===== config.mk =====
export PLATFORM = sky130hd
export DESIGN_NAME = axi_lsu
export DESIGN_NICKNAME = d
export VERILOG_FILES = /design/src/rtl/axi_lsu.sv
export SDC_FILE = /design/constraint.sdc
export NUM_CORES = 1
export LEC_CHECK = 0
export BUFFER_PORTS_ARGS = -buffer_cell sky130_fd_sc_hd__buf_2
export CORE_AREA = 2 2 527 529
export DETAILED_ROUTE_END_ITERATION = 10
export DIE_AREA = 0 0 529 531
export PLACE_DENSITY = 0.3
export SYNTH_ARGS = -nofsm -noshare
export SYNTH_HDL_FRONTEND = slang
export SYNTH_SLANG_ARGS = --single-unit

===== constraint.sdc =====
create_clock -name clk -period 5.72 [get_ports clk]
set_input_delay 1.144 -clock clk [delete_from_list [all_inputs] [get_ports clk]]
set_output_delay 1.144 -clock clk [all_outputs]
set_load 0.05 [all_outputs]

===== src/rtl/axi_lsu.sv =====
// AXI4 single-beat load/store unit: lane steering, wstrb generation, load extension.
// Optional LSU_MISALIGN_TRAP_EN turns misaligned or size-3 accesses into an error response with no bus traffic.
module axi_lsu #(
  parameter int DATA_W = 512,
  parameter int ADDR_W = 31,
  parameter int ID_W   = 4,
  parameter int AXI_ID = 0
) (
  input  logic                clk,
  input  logic                rstn,
  input  logic                req_valid,
  output logic                req_ready,
  input  logic                req_we,
  input  logic [1:0]          req_size,
  input  logic                req_signed,
  input  logic [31:0]         req_addr,
  input  logic [31:0]         req_wdata,
  input  logic [4:0]          req_rd,
  output logic                resp_valid,
  output logic                resp_wen,
  output logic [31:0]         resp_data,
  output logic [4:0]          resp_rd,
  output logic                resp_err,
  output logic [ID_W-1:0]     arid,
  output logic [ADDR_W-1:0]   araddr,
  output logic [7:0]          arlen,
  output logic [2:0]          arsize,
  output logic [1:0]          arburst,
  output logic                arlock,
  output logic [3:0]          arcache,
  output logic [2:0]          arprot,
  output logic [3:0]          arqos,
  output logic                arvalid,
  input  logic                arready,
  input  logic [DATA_W-1:0]   rdata,
  input  logic [1:0]          rresp,
  input  logic                rlast,
  input  logic                rvalid,
  output logic                rready,
  output logic [ID_W-1:0]     awid,
  output logic [ADDR_W-1:0]   awaddr,
  output logic [7:0]          awlen,
  output logic [2:0]          awsize,
  output logic [1:0]          awburst,
  output logic                awlock,
  output logic [3:0]          awcache,
  output logic [2:0]          awprot,
  output logic [3:0]          awqos,
  output logic                awvalid,
  input  logic                awready,
  output logic [DATA_W-1:0]   wdata,
  output logic [DATA_W/8-1:0] wstrb,
  output logic                wlast,
  output logic                wvalid,
  input  logic                wready,
  input  logic [1:0]          bresp,
  input  logic                bvalid,
  output logic                bready
);
  localparam int STRB_W = DATA_W / 8;
  localparam int LANE_W = $clog2(STRB_W);

  typedef enum logic [2:0] {S_IDLE, S_RADDR, S_RDATA, S_WRITE, S_WRESP} state_t;
  state_t state, state_nxt;

  logic [ADDR_W-1:0] addr_q;
  logic [LANE_W-1:0] lane_q;
  logic [1:0]        size_q;
  logic              sgn_q;
  logic [4:0]        rd_q;
  logic [DATA_W-1:0] wdata_q;
  logic [STRB_W-1:0] wstrb_q;
  logic              aw_done, w_done;

  logic              accept, trap;
  logic [1:0]        size_eff;
  logic [3:0]        strb_base;
  logic [STRB_W-1:0] wstrb_new;
  logic [31:0]       word_rep;
  logic              aw_hs, w_hs, r_fire, b_fire;
  logic [DATA_W-1:0] shifted;
  logic [31:0]       field, load_ext;
  logic              unused_bits;

  assign accept   = req_valid && req_ready;
  // Reserved size 3 behaves as a word everywhere downstream.
  assign size_eff = (req_size == 2'd3) ? 2'd2 : req_size;

`ifdef LSU_MISALIGN_TRAP_EN
  assign trap = (req_size == 2'd3) ||
                (req_size == 2'd1 && req_addr[0]) ||
                (req_size == 2'd2 && req_addr[1:0] != 2'b00);
`else
  assign trap = 1'b0;
`endif

  assign strb_base = (size_eff == 2'd0) ? 4'h1 : (size_eff == 2'd1) ? 4'h3 : 4'hF;
  assign wstrb_new = STRB_W'(strb_base) << req_addr[LANE_W-1:0];
  // Sub-word data is replicated inside the word so every lane carries it at its byte offset.
  assign word_rep  = (size_eff == 2'd0) ? {4{req_wdata[7:0]}}  :
                     (size_eff == 2'd1) ? {2{req_wdata[15:0]}} : req_wdata;

  assign aw_hs  = awvalid && awready;
  assign w_hs   = wvalid && wready;
  assign r_fire = rvalid && rready && (state == S_RDATA || arready);
  assign b_fire = bvalid && bready;

  assign shifted = rdata >> {lane_q, 3'b000};
  assign field   = shifted[31:0];
  always_comb begin
    case (size_q)
      2'd0:    load_ext = {{24{sgn_q & field[7]}}, field[7:0]};
      2'd1:    load_ext = {{16{sgn_q & field[15]}}, field[15:0]};
      default: load_ext = field;
    endcase
  end

  // NOTE: every output of this block gets a default first, so no path can infer a latch.
  always_comb begin
    state_nxt = state;
    req_ready = 1'b0;
    arvalid   = 1'b0;
    rready    = 1'b0;
    awvalid   = 1'b0;
    wvalid    = 1'b0;
    bready    = 1'b0;
    case (state)
      S_IDLE: begin
        req_ready = 1'b1;
        if (req_valid && !trap) state_nxt = req_we ? S_WRITE : S_RADDR;
      end
      S_RADDR: begin
        arvalid = 1'b1;
        rready  = 1'b1;
        if (arready) state_nxt = r_fire ? S_IDLE : S_RDATA;
      end
      S_RDATA: begin
        rready = 1'b1;
        if (r_fire) state_nxt = S_IDLE;
      end
      S_WRITE: begin
        awvalid = !aw_done;
        wvalid  = !w_done;
        if ((aw_done || aw_hs) && (w_done || w_hs)) state_nxt = S_WRESP;
      end
      S_WRESP: begin
        bready = 1'b1;
        if (bvalid) state_nxt = S_IDLE;
      end
      default: state_nxt = S_IDLE;
    endcase
  end

  // NOTE: sequential state uses non-blocking assignments so all registers update from pre-edge values.
  always_ff @(posedge clk or negedge rstn) begin
    if (!rstn) begin
      state      <= S_IDLE;
      addr_q     <= '0;
      lane_q     <= '0;
      size_q     <= '0;
      sgn_q      <= 1'b0;
      rd_q       <= '0;
      wdata_q    <= '0;
      wstrb_q    <= '0;
      aw_done    <= 1'b0;
      w_done     <= 1'b0;
      resp_valid <= 1'b0;
      resp_wen   <= 1'b0;
      resp_data  <= '0;
      resp_err   <= 1'b0;
    end else begin
      state      <= state_nxt;
      resp_valid <= 1'b0;
      if (accept) begin
        addr_q  <= req_addr[ADDR_W-1:0];
        lane_q  <= req_addr[LANE_W-1:0];
        size_q  <= size_eff;
        sgn_q   <= req_signed;
        rd_q    <= req_rd;
        wdata_q <= {(DATA_W/32){word_rep}};
        wstrb_q <= wstrb_new;
        aw_done <= 1'b0;
        w_done  <= 1'b0;
        if (trap) begin
          resp_valid <= 1'b1;
          resp_err   <= 1'b1;
          resp_wen   <= 1'b0;
          resp_data  <= '0;
        end
      end
      if (aw_hs) aw_done <= 1'b1;
      if (w_hs)  w_done  <= 1'b1;
      if (r_fire) begin
        resp_valid <= 1'b1;
        resp_err   <= rresp[1];
        resp_wen   <= ~rresp[1];
        resp_data  <= load_ext;
      end
      if (b_fire) begin
        resp_valid <= 1'b1;
        resp_err   <= bresp[1];
        resp_wen   <= 1'b0;
        resp_data  <= '0;
      end
    end
  end

  assign resp_rd = rd_q;
  assign araddr  = addr_q;
  assign awaddr  = addr_q;
  assign arsize  = {1'b0, size_q};
  assign awsize  = {1'b0, size_q};
  assign wdata   = wdata_q;
  assign wstrb   = wstrb_q;
  assign wlast   = 1'b1;

  assign arid    = ID_W'(AXI_ID);
  assign awid    = ID_W'(AXI_ID);
  assign arlen   = 8'd0;
  assign awlen   = 8'd0;
  assign arburst = 2'b01;
  assign awburst = 2'b01;
  assign arcache = 4'b0011;
  assign awcache = 4'b0011;
  assign arlock  = 1'b0;
  assign awlock  = 1'b0;
  assign arprot  = 3'b000;
  assign awprot  = 3'b000;
  assign arqos   = 4'b0000;
  assign awqos   = 4'b0000;

  assign unused_bits = ^{rlast, rresp[0], bresp[0], req_addr};
endmodule


==> out/metrics.yaml <==
placement:
  placed_area_um2: 33500
  dp.final_hpwl_um: 145000
  finalWeightedCongestion: 0.826
  placement.io_buffers: 1281
  preCtsSetupSlack_ns: 1.35
setup_path:
  worst_flop_to_flop_path_startpoint: "araddr[0]"
  timing.critical_path.required_ns: 6.11
  crit_path_start_kind: "register"
  worst_r2r_path_depth: 9
  worst-r2r-setup-slack_ns: 1.48
  kind_of_capture_point_of_the_worst_setup_path: "register"
  critical_path_arrival_ns: 4.63
  cp_slowest_cell: "sky130_fd_sc_hd__dfrtp_4"
  worst-path-buf-inv: 2
  critical_path.max_stage_delay_ns: 0.95
  worst-setup-path-type: "register to register"
  critical_path.max_fanout: 38
  levels_on_crit_path: 9
  critPathCapture: "resp_data[21]"
  critPathTopFamily: "multiplexers"
  critical_path.cell_chain: "buf_4 > buf_4 > mux4_2 > mux2i_1 > or3_1 > o311ai_0 > a311oi_2 > a2bb2oi_1 > o31ai_1"
  cell_repeated_most_along_the_worst_path: "sky130_fd_sc_hd__buf_4"
  timing.critical_path.from: "araddr[0]"
  timing.rr.end: "resp_data[21]"
clock_network:
  post_cts.repair.setup_buffers: 0
  path_clk_slew_ns: 0.09
  ctsHtreeMaxLevel: 4
  cts-hold-fix-buffers: 0
  max-clock-path-buffers: 2
  clkLatencyLatePin_ns: 0.54
  tritoncts.num_buffers: 17
  cts.root.buffer_cell: "sky130_fd_sc_hd__clkbuf_16"
  cts_resized: 0
  cts_tree: "done"
  clock_sinks: 175
layout:
  layout.cell_area.non_filler_um2: 34300
  layout.core_utilization_pct: 12.4
  most_used_cells_in_the_layout_excluding_fill_and_tap_cells: "sky130_fd_sc_hd__buf_2, sky130_fd_sc_hd__mux4_2, sky130_fd_sc_hd__nand2_1, sky130_fd_sc_hd__mux2i_1, sky130_fd_sc_hd__dfrtp_1"
  nNetsFinal: 3875
  fillerInstances: 31600
  final_layout_size_suffix_gt1_share_pct: 56.1
  synthToLayoutAreaGrowth_pct: 26.0
  layout_commonest_cell: "sky130_fd_sc_hd__buf_2"
detailed_routing:
  viasPerCell: 3.64
  route.vias.total: 25300
  antenna_violating_nets_post_route: 0
  drt-pass1-iter-count: 5
  drt_drc_violations_left: 0
  route.final.wire_length_um: 173000
  initialDrtViolationCount: 1490
  route.detailed.wl_per_inst_um: 24.9
global_routing:
  grt-ovfl-total: 0
  first_global_vias: 24600
  gr-usage-all-layers_pct: 11.7
  largest_net_degree_at_the_start_of_global_routing: 109
  grt_first_pass_wirelength_um: 225000
  grt_antenna_before_repair: 115
yosys:
  synth.mux.area_fraction_pct: 45.2
  average_footprint_of_a_synthesized_cell_um2: 10.3
  synth_edf_count: 0
  synth_simple_gate_area_share_pct: 8.91
  synthXorXnorAreaFrac_pct: 0
  post_synth_instance_area_um2: 27200
  synth_cell_types: 67
  synth.yosys.warnings: 0
  async_reset_ff_share_pct: 100
  synth_top_family_by_area: "multiplexers"
  ys_dominant_reg_cell: "sky130_fd_sc_hd__dfrtp_1"
  synth_seq_cells: 175
  synth-compound-area-share_pct: 9.10
  yosys.area_share.adder_pct: 0
  sequential_element_share_of_the_synthesized_area_pct: 16.1
  postSynthCellCount: 2640
timing:
  timing_worst_slew_pin_value_ns: 1.08
  fin_crit_ns: 4.24
  max_freq_mhz: 236
  finalClockSkew_ns: 0.0304
  rsz0062_at_grt: "false"
  timing.slew.headroom_pct: 27.0
  timing.final.hold_violations: 0
  timing.final.crit_share_pct: 74.1
  finalSetupViolations: 0
  slew_viol_final: 0
  setup_total_negative_slack_ns: 0
  postLayoutSetupSlackWorst_ns: 1.48
power_and_ir_drop:
  ir_worst_vdd_v: 0.000401
  power_density_over_cell_area_nw_per_um2: 750
  total_power_w: 0.0257
  total_leakage_power_nw: 14.6
worst_hold_path:
  holdPathStages: 2
  holdCritPathClass: "register to register"
die:
  boundaryPins: 1341
  core_area_um2: 275000
  floorplan.die_area_um2: 281000
  fp.dieW_um: 529
  die-height_um: 531
  std_cell_rows: 193
  floorplan.initialDensity_pct: 9.87
job:
  max_cap_viol_count: 0
status:
  status: "finished clean"
worst min-delay path, stage by stage (launching register included):
cell and delay [ns]:
sky130_fd_sc_hd__dfrtp_1 0.35, sky130_fd_sc_hd__nand2_1 0.05, sky130_fd_sc_hd__nand2_1 0.05
cells by family after synthesis:
| family | Yosys count |
|---|---|
| other cells | 2 |
| compound gates | 378 |
| flops | 175 |
| mux | 711 |
| buf+inv | 803 |
| simple gates | 571 |
power breakdown:
part           internal, W  switching [W]
clock             0.000616       0.000788
sequential         0.00165        0.00124
combinational      0.00638         0.0150
total              0.00865         0.0170
synthesized netlist by cell type, types with 5 or more instances:
| cell type | count | area (um^2) |
|---|---|---|
| sky130_fd_sc_hd__a211o_1 | 10 | 87.6 |
| sky130_fd_sc_hd__a211oi_1 | 34 | 255 |
| sky130_fd_sc_hd__a21oi_1 | 64 | 320 |
| sky130_fd_sc_hd__a221oi_1 | 10 | 87.6 |
| sky130_fd_sc_hd__a22o_1 | 12 | 105 |
| sky130_fd_sc_hd__a22oi_1 | 16 | 120 |
| sky130_fd_sc_hd__a311o_1 | 5 | 50.1 |
| sky130_fd_sc_hd__a311oi_1 | 9 | 78.8 |
| sky130_fd_sc_hd__a31oi_1 | 14 | 87.6 |
| sky130_fd_sc_hd__and2_1 | 11 | 68.8 |
| sky130_fd_sc_hd__and3_1 | 14 | 87.6 |
| sky130_fd_sc_hd__buf_1 | 28 | 105 |
| sky130_fd_sc_hd__buf_2 | 63 | 315 |
| sky130_fd_sc_hd__buf_4 | 591 | 4440 |
| sky130_fd_sc_hd__buf_6 | 33 | 372 |
| sky130_fd_sc_hd__clkbuf_1 | 73 | 274 |
| sky130_fd_sc_hd__dfrtp_1 | 175 | 4380 |
| sky130_fd_sc_hd__inv_1 | 7 | 26.3 |
| sky130_fd_sc_hd__mux2_2 | 19 | 214 |
| sky130_fd_sc_hd__mux2i_1 | 282 | 2820 |
| sky130_fd_sc_hd__mux4_2 | 410 | 9230 |
| sky130_fd_sc_hd__nand2_1 | 379 | 1420 |
| sky130_fd_sc_hd__nand2b_1 | 10 | 62.6 |
| sky130_fd_sc_hd__nand3_1 | 20 | 100 |
| sky130_fd_sc_hd__nand3b_1 | 9 | 67.6 |
| sky130_fd_sc_hd__nor2_1 | 74 | 278 |
| sky130_fd_sc_hd__nor2b_1 | 25 | 156 |
| sky130_fd_sc_hd__nor3_1 | 12 | 60.1 |
| sky130_fd_sc_hd__o211ai_1 | 9 | 67.6 |
| sky130_fd_sc_hd__o21ai_0 | 124 | 621 |
| sky130_fd_sc_hd__o221ai_1 | 10 | 87.6 |
| sky130_fd_sc_hd__o22ai_1 | 7 | 43.8 |
| sky130_fd_sc_hd__o311ai_0 | 5 | 43.8 |
| sky130_fd_sc_hd__o31ai_1 | 8 | 60.1 |
per-stage QoR:
step	hold WS, ns	std cells
after detailed placement	0.456	6865
after global routing	0.502	6927
final	0.478	6942
after global placement	0.455	6865
after floorplan	0.489	2693
after CTS	0.478	6897
area by class of cell:
class	instances	area (um^2)	share of cell area, %
Clock buffer	17	425	1.24
Clock inverter	15	216	0.632
Tap cell	3607	4510	13.2
Multi-Input combinational cell	1715	17400	50.9
Antenna cell	45	113	0.329
Timing Repair Buffer	1358	7110	20.8
Inverter	10	52.6	0.153
Sequential cell	175	4400	12.8
layer usage:
layer / global-route usage [%] / vias to the layer above / wire length [um]
met4: 4.76 / 64 / 7130
li1: - / 10700 / -
met3: 1.92 / 251 / 8340
met2: 21.3 / 1259 / 90000
met5: 0 / - / 385
met1: 13.5 / 13000 / 66900
registers in the layout (all words and copies together), names as in the netlist, 2 cells and up:
| register | cells |
|---|---|
| state | 3 |
| resp_rd | 5 |
| size_q | 2 |
| resp_data | 32 |
| wstrb | 64 |
| araddr | 31 |
| wdata | 32 |
worst min-delay path by stage:
| stage | from | to | slack, ns |
|---|---|---|---|
| 2_1_floorplan | aw_done | aw_done | 0.49 |
| 3_3_place_gp | wstrb[0] | wstrb[0] | 0.46 |
| 3_5_place_dp | wstrb[2] | wstrb[2] | 0.46 |
| 4_1_cts | wstrb[2] | wstrb[2] | 0.48 |
| 5_1_grt | wstrb[2] | wstrb[2] | 0.50 |
| 6_report | wstrb[2] | wstrb[2] | 0.48 |
(Power assumes the default switching activity.)
